### config.mk
export PLATFORM = sky130hd
export DESIGN_NAME = uart_rx_engine
export DESIGN_NICKNAME = d
export VERILOG_FILES = /design/src/rtl/apb_uart_pkg.sv /design/src/rtl/uart_baud_tick.sv /design/src/rtl/uart_rx_engine.sv
export SDC_FILE = /design/constraint.sdc
export NUM_CORES = 1
export LEC_CHECK = 0
export CAP_MARGIN = 20
export CORE_MARGIN = 1.5
export CORE_UTILIZATION = 50
export DETAILED_ROUTE_END_ITERATION = 8
export PLACE_DENSITY = 0.76
export RECOVER_POWER = 25
export SETUP_SLACK_MARGIN = 0.15
export SLEW_MARGIN = 10
export SYNTH_ARGS = -nofsm -noshare
export SYNTH_HDL_FRONTEND = slang
export SYNTH_SLANG_ARGS = --single-unit
### constraint.sdc
create_clock -name clk_i -period 2.05 [get_ports clk_i]
set_clock_uncertainty 0.1 [all_clocks]
set_input_delay 0.205 -clock clk_i [delete_from_list [all_inputs] [get_ports clk_i]]
set_output_delay 0.205 -clock clk_i [all_outputs]
set_load 0.05 [all_outputs]
### src/rtl/apb_uart_pkg.sv
// Shared UART definitions: receiver state encoding, parity modes, frame
// width encoding and small combinational helpers used by the RX engine.
package apb_uart_pkg;

    // Receiver FSM states, kept as plain constants for legacy tools.
    typedef logic [2:0] rx_state_e;
    localparam rx_state_e RX_IDLE      = 3'd0;
    localparam rx_state_e RX_START     = 3'd1;
    localparam rx_state_e RX_DATA      = 3'd2;
    localparam rx_state_e RX_PARITY    = 3'd3;
    localparam rx_state_e RX_STOP      = 3'd4;
    localparam rx_state_e RX_WAIT_IDLE = 3'd5;

    // Parity selection; the reserved code behaves as no parity.
    typedef enum logic [1:0] {
        PAR_NONE = 2'b00,
        PAR_EVEN = 2'b01,
        PAR_ODD  = 2'b10,
        PAR_RSVD = 2'b11
    } parity_mode_e;

    // Frame width selection.
    typedef enum logic [1:0] {
        DATA_BITS_5 = 2'b00,
        DATA_BITS_6 = 2'b01,
        DATA_BITS_7 = 2'b10,
        DATA_BITS_8 = 2'b11
    } data_bits_e;

    // Index of the last data bit for a given width code (4..7).
    function automatic logic [2:0] last_data_index(input logic [1:0] code);
        return 3'd4 + {1'b0, code};
    endfunction

    // Two-of-three vote used to reject single-sample glitches.
    function automatic logic majority3(input logic a, input logic b, input logic c);
        return (a & b) | (a & c) | (b & c);
    endfunction

    // True when the parity mode carries a parity bit on the line.
    function automatic logic parity_enabled(input logic [1:0] mode);
        case (mode)
            PAR_EVEN: return 1'b1;
            PAR_ODD:  return 1'b1;
            default:  return 1'b0;
        endcase
    endfunction

endpackage

### src/rtl/uart_baud_tick.sv
// Oversample tick generator: one-cycle strobe every max(div_i,1) clocks.
// clear_i restarts the period so the next tick lands a full period later.
module uart_baud_tick #(
    parameter int DIV_WIDTH = 16
) (
    input  logic                 clk_i,
    input  logic                 arst_ni,
    input  logic                 clear_i,
    input  logic [DIV_WIDTH-1:0] div_i,
    output logic                 tick_o
);

    logic [DIV_WIDTH-1:0] cnt_q, cnt_d;
    logic [DIV_WIDTH-1:0] last_s;
    logic                 tick_q, tick_d;

    // Next-state of the period counter; 0 and 1 both mean a tick every cycle.
    always_comb begin
        cnt_d  = cnt_q;
        tick_d = 1'b0;
        if (div_i < DIV_WIDTH'(2)) begin
            last_s = '0;
        end else begin
            last_s = div_i - DIV_WIDTH'(1);
        end
        if (clear_i) begin
            cnt_d = '0;
        end else if (cnt_q >= last_s) begin
            cnt_d  = '0;
            tick_d = 1'b1;
        end else begin
            cnt_d = cnt_q + DIV_WIDTH'(1);
        end
    end

    // Period counter and registered tick strobe.
    always_ff @(posedge clk_i or negedge arst_ni) begin
        if (!arst_ni) begin
            cnt_q  <= '0;
            tick_q <= 1'b0;
        end else begin
            cnt_q  <= cnt_d;
            tick_q <= tick_d;
        end
    end

    assign tick_o = tick_q;

endmodule

### src/rtl/uart_rx_engine.sv
// UART receive engine: synchronizes the line, oversamples each bit with a
// majority vote, assembles the frame and presents it on a valid/ready port.
module uart_rx_engine
    import apb_uart_pkg::*;
#(
    parameter int OVERSAMPLE = 16,
    parameter int DIV_WIDTH  = 16
) (
    input  logic                 clk_i,
    input  logic                 arst_ni,
    input  logic                 en_i,
    input  logic                 rx_i,
    input  logic [DIV_WIDTH-1:0] clk_div_i,
    input  logic [1:0]           data_bits_i,
    input  logic [1:0]           parity_mode_i,
    input  logic                 stop_bits_i,
    output logic [7:0]           data_o,
    output logic                 parity_err_o,
    output logic                 frame_err_o,
    output logic                 break_o,
    output logic                 valid_o,
    input  logic                 ready_i,
    output logic                 overrun_o
);

    localparam int SW = $clog2(OVERSAMPLE);
    localparam logic [SW-1:0] S_A    = SW'(OVERSAMPLE / 2 - 1);
    localparam logic [SW-1:0] S_B    = SW'(OVERSAMPLE / 2);
    localparam logic [SW-1:0] S_C    = SW'(OVERSAMPLE / 2 + 1);
    localparam logic [SW-1:0] S_LAST = SW'(OVERSAMPLE - 1);

    // Line synchronizer and edge history (idle-high reset values).
    logic sync1_q, sync2_q, prev_q;
    logic rx_s, start_edge_s, tick_s, baud_clr_s, maj_s, mid_s, end_s;

    // Frame assembly state.
    rx_state_e     state_q, state_d;
    logic [SW-1:0] smp_cnt_q, smp_cnt_d;
    logic [1:0]    smp_q, smp_d;
    logic          bit_val_q, bit_val_d;
    logic [2:0]    bit_cnt_q, bit_cnt_d;
    logic [7:0]    shreg_q, shreg_d;
    logic          par_acc_q, par_acc_d;
    logic          zero_q, zero_d;
    logic          perr_q, perr_d;
    logic          ferr_q, ferr_d;
    logic [1:0]    cfg_bits_q, cfg_bits_d;
    logic [1:0]    cfg_par_q, cfg_par_d;
    logic          cfg_stop_q, cfg_stop_d;
    logic          frame_done_s, ferr_now_s, brk_now_s;

    // Output holding register.
    logic [7:0] data_q, data_d;
    logic       perr_out_q, perr_out_d;
    logic       ferr_out_q, ferr_out_d;
    logic       brk_out_q, brk_out_d;
    logic       valid_q, valid_d;
    logic       overrun_q, overrun_d;

    assign rx_s         = sync2_q;
    assign start_edge_s = prev_q & ~rx_s;
    assign maj_s        = majority3(smp_q[0], smp_q[1], rx_s);
    assign mid_s        = tick_s && (smp_cnt_q == S_C);
    assign end_s        = tick_s && (smp_cnt_q == S_LAST);
    assign ferr_now_s   = ferr_q | ~maj_s;
    assign brk_now_s    = (bit_cnt_q == 3'd0) ? (zero_q & ~maj_s) : zero_q;

    uart_baud_tick #(.DIV_WIDTH(DIV_WIDTH)) u_baud (
        .clk_i   (clk_i),
        .arst_ni (arst_ni),
        .clear_i (baud_clr_s),
        .div_i   (clk_div_i),
        .tick_o  (tick_s)
    );

    // Two-flop synchronizer plus one history flop for falling-edge detection.
    always_ff @(posedge clk_i or negedge arst_ni) begin
        if (!arst_ni) begin
            sync1_q <= 1'b1;
            sync2_q <= 1'b1;
            prev_q  <= 1'b1;
        end else begin
            sync1_q <= rx_i;
            sync2_q <= sync1_q;
            prev_q  <= sync2_q;
        end
    end

    // Receiver FSM: sampling, bit decisions and frame completion.
    always_comb begin
        state_d      = state_q;
        smp_cnt_d    = smp_cnt_q;
        smp_d        = smp_q;
        bit_val_d    = bit_val_q;
        bit_cnt_d    = bit_cnt_q;
        shreg_d      = shreg_q;
        par_acc_d    = par_acc_q;
        zero_d       = zero_q;
        perr_d       = perr_q;
        ferr_d       = ferr_q;
        cfg_bits_d   = cfg_bits_q;
        cfg_par_d    = cfg_par_q;
        cfg_stop_d   = cfg_stop_q;
        frame_done_s = 1'b0;
        baud_clr_s   = 1'b0;

        // Position within the current bit and the three vote samples.
        if (tick_s && (state_q != RX_IDLE) && (state_q != RX_WAIT_IDLE)) begin
            if (smp_cnt_q == S_LAST) begin
                smp_cnt_d = '0;
            end else begin
                smp_cnt_d = smp_cnt_q + SW'(1);
            end
            if (smp_cnt_q == S_A) begin
                smp_d[0] = rx_s;
            end else if (smp_cnt_q == S_B) begin
                smp_d[1] = rx_s;
            end else if (smp_cnt_q == S_C) begin
                bit_val_d = maj_s;
            end else begin
                smp_d = smp_q;
            end
        end else begin
            smp_cnt_d = smp_cnt_q;
        end

        case (state_q)
            RX_IDLE: begin
                if (start_edge_s) begin
                    state_d    = RX_START;
                    baud_clr_s = 1'b1;
                    smp_cnt_d  = '0;
                    bit_cnt_d  = 3'd0;
                    shreg_d    = 8'h00;
                    par_acc_d  = 1'b0;
                    zero_d     = 1'b1;
                    perr_d     = 1'b0;
                    ferr_d     = 1'b0;
                    cfg_bits_d = data_bits_i;
                    cfg_par_d  = parity_mode_i;
                    cfg_stop_d = stop_bits_i;
                end else begin
                    state_d = RX_IDLE;
                end
            end
            RX_START: begin
                // A high majority in the start bit means the edge was noise.
                if (mid_s && maj_s) begin
                    state_d = RX_IDLE;
                end else if (end_s) begin
                    state_d   = RX_DATA;
                    bit_cnt_d = 3'd0;
                end else begin
                    state_d = RX_START;
                end
            end
            RX_DATA: begin
                if (end_s) begin
                    shreg_d[bit_cnt_q] = bit_val_q;
                    par_acc_d          = par_acc_q ^ bit_val_q;
                    zero_d             = zero_q & ~bit_val_q;
                    if (bit_cnt_q == last_data_index(cfg_bits_q)) begin
                        bit_cnt_d = 3'd0;
                        state_d   = parity_enabled(cfg_par_q) ? RX_PARITY : RX_STOP;
                    end else begin
                        bit_cnt_d = bit_cnt_q + 3'd1;
                    end
                end else begin
                    state_d = RX_DATA;
                end
            end
            RX_PARITY: begin
                if (end_s) begin
                    // Even: data^parity must be 0; odd: it must be 1.
                    if (cfg_par_q == PAR_ODD) begin
                        perr_d = ~(par_acc_q ^ bit_val_q);
                    end else begin
                        perr_d = par_acc_q ^ bit_val_q;
                    end
                    zero_d    = zero_q & ~bit_val_q;
                    bit_cnt_d = 3'd0;
                    state_d   = RX_STOP;
                end else begin
                    state_d = RX_PARITY;
                end
            end
            RX_STOP: begin
                // The frame closes mid-way through the last stop bit so a
                // back-to-back start edge is never missed.
                if (mid_s) begin
                    ferr_d = ferr_now_s;
                    zero_d = brk_now_s;
                    if (!cfg_stop_q || (bit_cnt_q == 3'd1)) begin
                        frame_done_s = 1'b1;
                        state_d      = ferr_now_s ? RX_WAIT_IDLE : RX_IDLE;
                    end else begin
                        state_d = RX_STOP;
                    end
                end else if (end_s) begin
                    bit_cnt_d = 3'd1;
                end else begin
                    state_d = RX_STOP;
                end
            end
            RX_WAIT_IDLE: begin
                if (rx_s) begin
                    state_d = RX_IDLE;
                end else begin
                    state_d = RX_WAIT_IDLE;
                end
            end
            default: begin
                state_d = RX_IDLE;
            end
        endcase

        // Disabling the receiver drops any frame in progress.
        if (!en_i) begin
            state_d      = RX_IDLE;
            frame_done_s = 1'b0;
            baud_clr_s   = 1'b0;
        end else begin
            frame_done_s = frame_done_s;
        end
    end

    // Receiver FSM and frame assembly registers.
    always_ff @(posedge clk_i or negedge arst_ni) begin
        if (!arst_ni) begin
            state_q    <= RX_IDLE;
            smp_cnt_q  <= '0;
            smp_q      <= 2'b11;
            bit_val_q  <= 1'b1;
            bit_cnt_q  <= 3'd0;
            shreg_q    <= 8'h00;
            par_acc_q  <= 1'b0;
            zero_q     <= 1'b0;
            perr_q     <= 1'b0;
            ferr_q     <= 1'b0;
            cfg_bits_q <= 2'b11;
            cfg_par_q  <= 2'b00;
            cfg_stop_q <= 1'b0;
        end else begin
            state_q    <= state_d;
            smp_cnt_q  <= smp_cnt_d;
            smp_q      <= smp_d;
            bit_val_q  <= bit_val_d;
            bit_cnt_q  <= bit_cnt_d;
            shreg_q    <= shreg_d;
            par_acc_q  <= par_acc_d;
            zero_q     <= zero_d;
            perr_q     <= perr_d;
            ferr_q     <= ferr_d;
            cfg_bits_q <= cfg_bits_d;
            cfg_par_q  <= cfg_par_d;
            cfg_stop_q <= cfg_stop_d;
        end
    end

    // Output register: load when empty or being drained, otherwise flag overrun.
    always_comb begin
        data_d     = data_q;
        perr_out_d = perr_out_q;
        ferr_out_d = ferr_out_q;
        brk_out_d  = brk_out_q;
        valid_d    = valid_q;
        overrun_d  = 1'b0;
        if (frame_done_s) begin
            if (!valid_q || ready_i) begin
                data_d     = shreg_q;
                perr_out_d = perr_q;
                ferr_out_d = ferr_now_s;
                brk_out_d  = brk_now_s;
                valid_d    = 1'b1;
            end else begin
                overrun_d = 1'b1;
            end
        end else if (valid_q && ready_i) begin
            valid_d = 1'b0;
        end else begin
            valid_d = valid_q;
        end
    end

    // Output holding register and overrun pulse.
    always_ff @(posedge clk_i or negedge arst_ni) begin
        if (!arst_ni) begin
            data_q     <= 8'h00;
            perr_out_q <= 1'b0;
            ferr_out_q <= 1'b0;
            brk_out_q  <= 1'b0;
            valid_q    <= 1'b0;
            overrun_q  <= 1'b0;
        end else begin
            data_q     <= data_d;
            perr_out_q <= perr_out_d;
            ferr_out_q <= ferr_out_d;
            brk_out_q  <= brk_out_d;
            valid_q    <= valid_d;
            overrun_q  <= overrun_d;
        end
    end

    assign data_o       = data_q;
    assign parity_err_o = perr_out_q;
    assign frame_err_o  = ferr_out_q;
    assign break_o      = brk_out_q;
    assign valid_o      = valid_q;
    assign overrun_o    = overrun_q;

endmodule

==> results.sh <==
export IMPL_synthArstFlopShare_pct=100
export IMPL_cts_buffers=9
export IMPL_synthDominantCellAreaShare_pct=35.7
export IMPL_yosys_cell_types_count=66
export IMPL_wl_per_cell_microns=17.7
export IMPL_status="complete, but fails checks"
export IMPL_max_cap_violations=0
export IMPL_die_area_sq_mm=0.00824
export IMPL_busiest_layer="met2"
export IMPL_p_leak_nw=2.40
export IMPL_seq_area_sq_mm=0.00159
export IMPL_grt_pass1_wl_microns=17400
export IMPL_drive_above_1_share_pct=36.8
export IMPL_path_buf_inv=5
export IMPL_hold_viol_final=0
export IMPL_synth_flop_cell="dfrtp_1"
export IMPL_worst_pin_slew_ns=0.846
export IMPL_fin_crit_ns=2.83
export IMPL_slowest_delay_ns=0.53
export IMPL_peakVddDrop_mv=0.435
export IMPL_end_kind="register"
export IMPL_start_kind="primary input"
export IMPL_ant_nets=0
export IMPL_synthTopCellsByArea="dfrtp_1 36%, ha_1 8.1%, dfstp_2 5.5%"
export IMPL_cts_tree="yes"
export IMPL_antenna_found_initial=0
export IMPL_max_freq_mhz=354
export IMPL_hold_path_depth=0
export IMPL_drc=0
export IMPL_clk_pin_slew_ns=0.06
export IMPL_grtUsageMet3_pct=6.14
export IMPL_dr_pass1_iters=5
export IMPL_diodes=0
export IMPL_syn_area_sq_mm=0.00385
export IMPL_place_hpwl_microns=6680
export IMPL_rows=31
export IMPL_hp_class="reg -> reg"
export IMPL_worstPathMaxFanout=8
export IMPL_dieWidth_microns=90.8
export IMPL_cp_cell_sequence="buf_6 > or4_4 > nor3_2 > nand4_1 > buf_4 > buf_6 > nand2b_4 > ha_4 > o211ai_1 > nor2_2 > a2111oi_4 > o211ai_2 > buf_4 > buf_16 > nor3_4"
export IMPL_worstPathArrival_ns=2.99
export IMPL_num_io_pins=39
export IMPL_cp_top_family="simple AND/OR/NAND/NOR gates"
export IMPL_critPathSlowestCell="or4_4"
export IMPL_clockBufferDepth=2
export IMPL_use_met1_pct=33.4
export IMPL_synthCells=401
export IMPL_die_h_microns=90.8
export IMPL_syn_nets=452
export IMPL_ys_seq_area_share_pct=41.2
export IMPL_cts_max_level=3
export IMPL_fillers=487
export IMPL_clock_sinks=63
export IMPL_final_cells=615
export IMPL_finalWirelength_microns=10900
export IMPL_ys_seq_elements=63
export IMPL_overflow=0
export IMPL_coreArea_sq_mm=0.00737
export IMPL_final_area_sq_mm=0.00543
export IMPL_crit_cells=15
export IMPL_gp_congestion=0.971
export IMPL_cts_root_buf="clkbuf_8"
export IMPL_power_density_mw_per_mm2=628
export IMPL_yosysWarnings=0
export IMPL_rsz0062_at_grt="true"
export IMPL_avgViaCountPerCell=5.81
export IMPL_vias=3574
export IMPL_dpl_cell_area_sq_mm=0.00472
export IMPL_setup_viol=17
export IMPL_finalMaxSlewViolations=0
export IMPL_path_class="in -> reg"
export IMPL_violations="setup timing"
export IMPL_syn2layout_area_growth_pct=40.9
export IMPL_dp_cells=574
export IMPL_period_share_pct=138
export IMPL_start_util_pct=52.2
export IMPL_cp_data_required_time_ns=2.21
export IMPL_numPortBuffers=38
export IMPL_setup_ws_ns=-0.778
export IMPL_grt_max_degree=64
export IMPL_reg2regPathDepth=8
export IMPL_synth_edf_count=0
export IMPL_max_slew_margin_pct=43.6
export IMPL_layout_nets=562
export IMPL_met2_usage_pct=44.4
export IMPL_yosysTopAreaCell="dfrtp_1"
export IMPL_avgSynthCellArea_sq_um=9.60
export IMPL_multi_input_area_sq_mm=0.00244
export IMPL_grt_usage_pct=26.5
export IMPL_clock_latency_ns=0.34
export IMPL_first_global_vias=3622
export IMPL_first_iter_violations=236
[report_power, final]
part	leakage [nW]	switching, mW	internal (mW)
clock	0.114	0.458	0.750
combinational	1.46	0.408	0.387
sequential	0.827	0.0807	1.32
[routing by layer]
layer | wire (microns) | part of all wire, % | vias up
met4 | 286 | 2.6 | 0
met1 | 4600 | 42 | 1746
met5 | 0 | 0 | -
li1 | - | - | 1658
met2 | 5380 | 49 | 139
met3 | 615 | 5.7 | 31
[registers in the layout (all words and copies together), names as in the netlist, 2 cells and up]
register / count
smp_cnt_q: 4
state_q: 3
cfg_par_q: 2
cfg_bits_q: 2
bit_cnt_q: 3
shreg_q: 8
smp_q: 2
data_o: 8
u_baud.cnt_q: 16
[stage by stage]
step           hold slack [ns]  worst slack (ns)  power [mW]  util (%)  setup TNS, ns
4_1_cts                  0.161            -0.581        3.30      71.4          -9.02
6_report                 0.260            -0.778        3.41      73.6         -12.07
3_3_place_gp             0.137             -1.20        2.01      64.0         -20.05
2_1_floorplan           -0.191            -0.680        1.73         -         -10.28
3_5_place_dp             0.141             -1.29        2.03      64.0         -20.94
5_1_grt                  0.267            -0.904        3.55      73.6         -14.25
[synth_stat cells, types with 3 or more instances]
master / instances
nand4_1: 6
and2_1: 3
buf_6: 3
xor2_1: 16
nor2_1: 30
dfstp_2: 8
and3_1: 4
nor3_1: 26
nand4b_1: 3
nand2_1: 52
inv_1: 8
clkbuf_1: 5
o21a_1: 4
nor3b_1: 4
o211ai_1: 3
a31oi_1: 6
a21oi_1: 14
dfrtp_1: 55
buf_2: 6
nand2b_1: 6
a211oi_1: 3
mux2_2: 13
ha_1: 25
nand3_1: 11
nor2b_1: 3
o21ai_0: 22
xnor2_1: 13
[worst paths after layout]
check,start,endpoint,slack (ns)
max in group asynchronous,arst_ni,state_q[1],0.73
max,clk_div_i[11],u_baud.cnt_q[15],-0.78
min in group asynchronous,arst_ni,shreg_q[7],0.53
min,sync1_q,rx_s,0.26
min reg2reg,sync1_q,rx_s,0.26
max reg2reg,u_baud.cnt_q[1],u_baud.cnt_q[15],-0.12
[final cells by class]
type	count	share of cell area [%]
multi-input cells	314	45.1
repair buffers	115	18.7
inverters	8	0.554
clock inverters	3	1.20
clock buffers	13	2.93
well taps	99	2.28
flip-flops and latches	63	29.3
[logic make-up (layout without fill, tap and decap cells)]
group,after synthesis,after routing,share of synthesized area (%)
AND/OR/NAND/NOR,168,168,22.9
adder cells (fa/ha/maj),26,26,8.38
multiplexers,15,15,4.32
buffers and inverters,24,139,3.25
AO/OA/AOI/OAI,76,76,13.3
flip-flops,63,63,41.2
XOR/XNOR,29,29,6.60
[cells in the final DEF (no fill, tap or decap), types with 3 or more instances in the layout]
cell type | Yosys | routed
clkbuf_8 | 0 | 11
dfrtp_2 | 0 | 3
nand2b_1 | 6 | 4
o211ai_1 | 3 | 3
dfstp_2 | 8 | 8
inv_2 | 0 | 3
nor2b_1 | 3 | 3
nor3_1 | 26 | 8
o21ai_0 | 22 | 19
nand2_1 | 52 | 50
nor3_4 | 0 | 6
mux2_2 | 13 | 13
a21oi_1 | 14 | 14
a31oi_1 | 6 | 6
buf_4 | 1 | 65
buf_2 | 6 | 5
and3_1 | 4 | 4
o21a_1 | 4 | 4
ha_4 | 0 | 6
o21ai_1 | 2 | 4
nor3_2 | 1 | 13
buf_6 | 3 | 11
nor2_2 | 0 | 3
nand4b_1 | 3 | 3
xor2_1 | 16 | 16
xnor2_1 | 13 | 13
clkdlybuf4s50_1 | 0 | 23
nor2_1 | 30 | 27
ha_1 | 25 | 18
dfrtp_1 | 55 | 52
nor3b_2 | 0 | 3
nand4_1 | 6 | 6
inv_1 | 8 | 5
nand3_1 | 11 | 10
[what timing repair did]
| action | in CTS | in global routing |
|---|---|---|
| buffers inserted | 13 | 9 |
| setup endpoints to repair | 18 | 42 |
| pin swaps | 27 | 18 |
| gates cloned | 2 | 0 |
| hold endpoints to repair | 55 | 0 |
| hold buffers | 1 | 0 |
| gates resized for setup | 87 | 32 |
No activity file was read; power rests on OpenSTA's default activity.
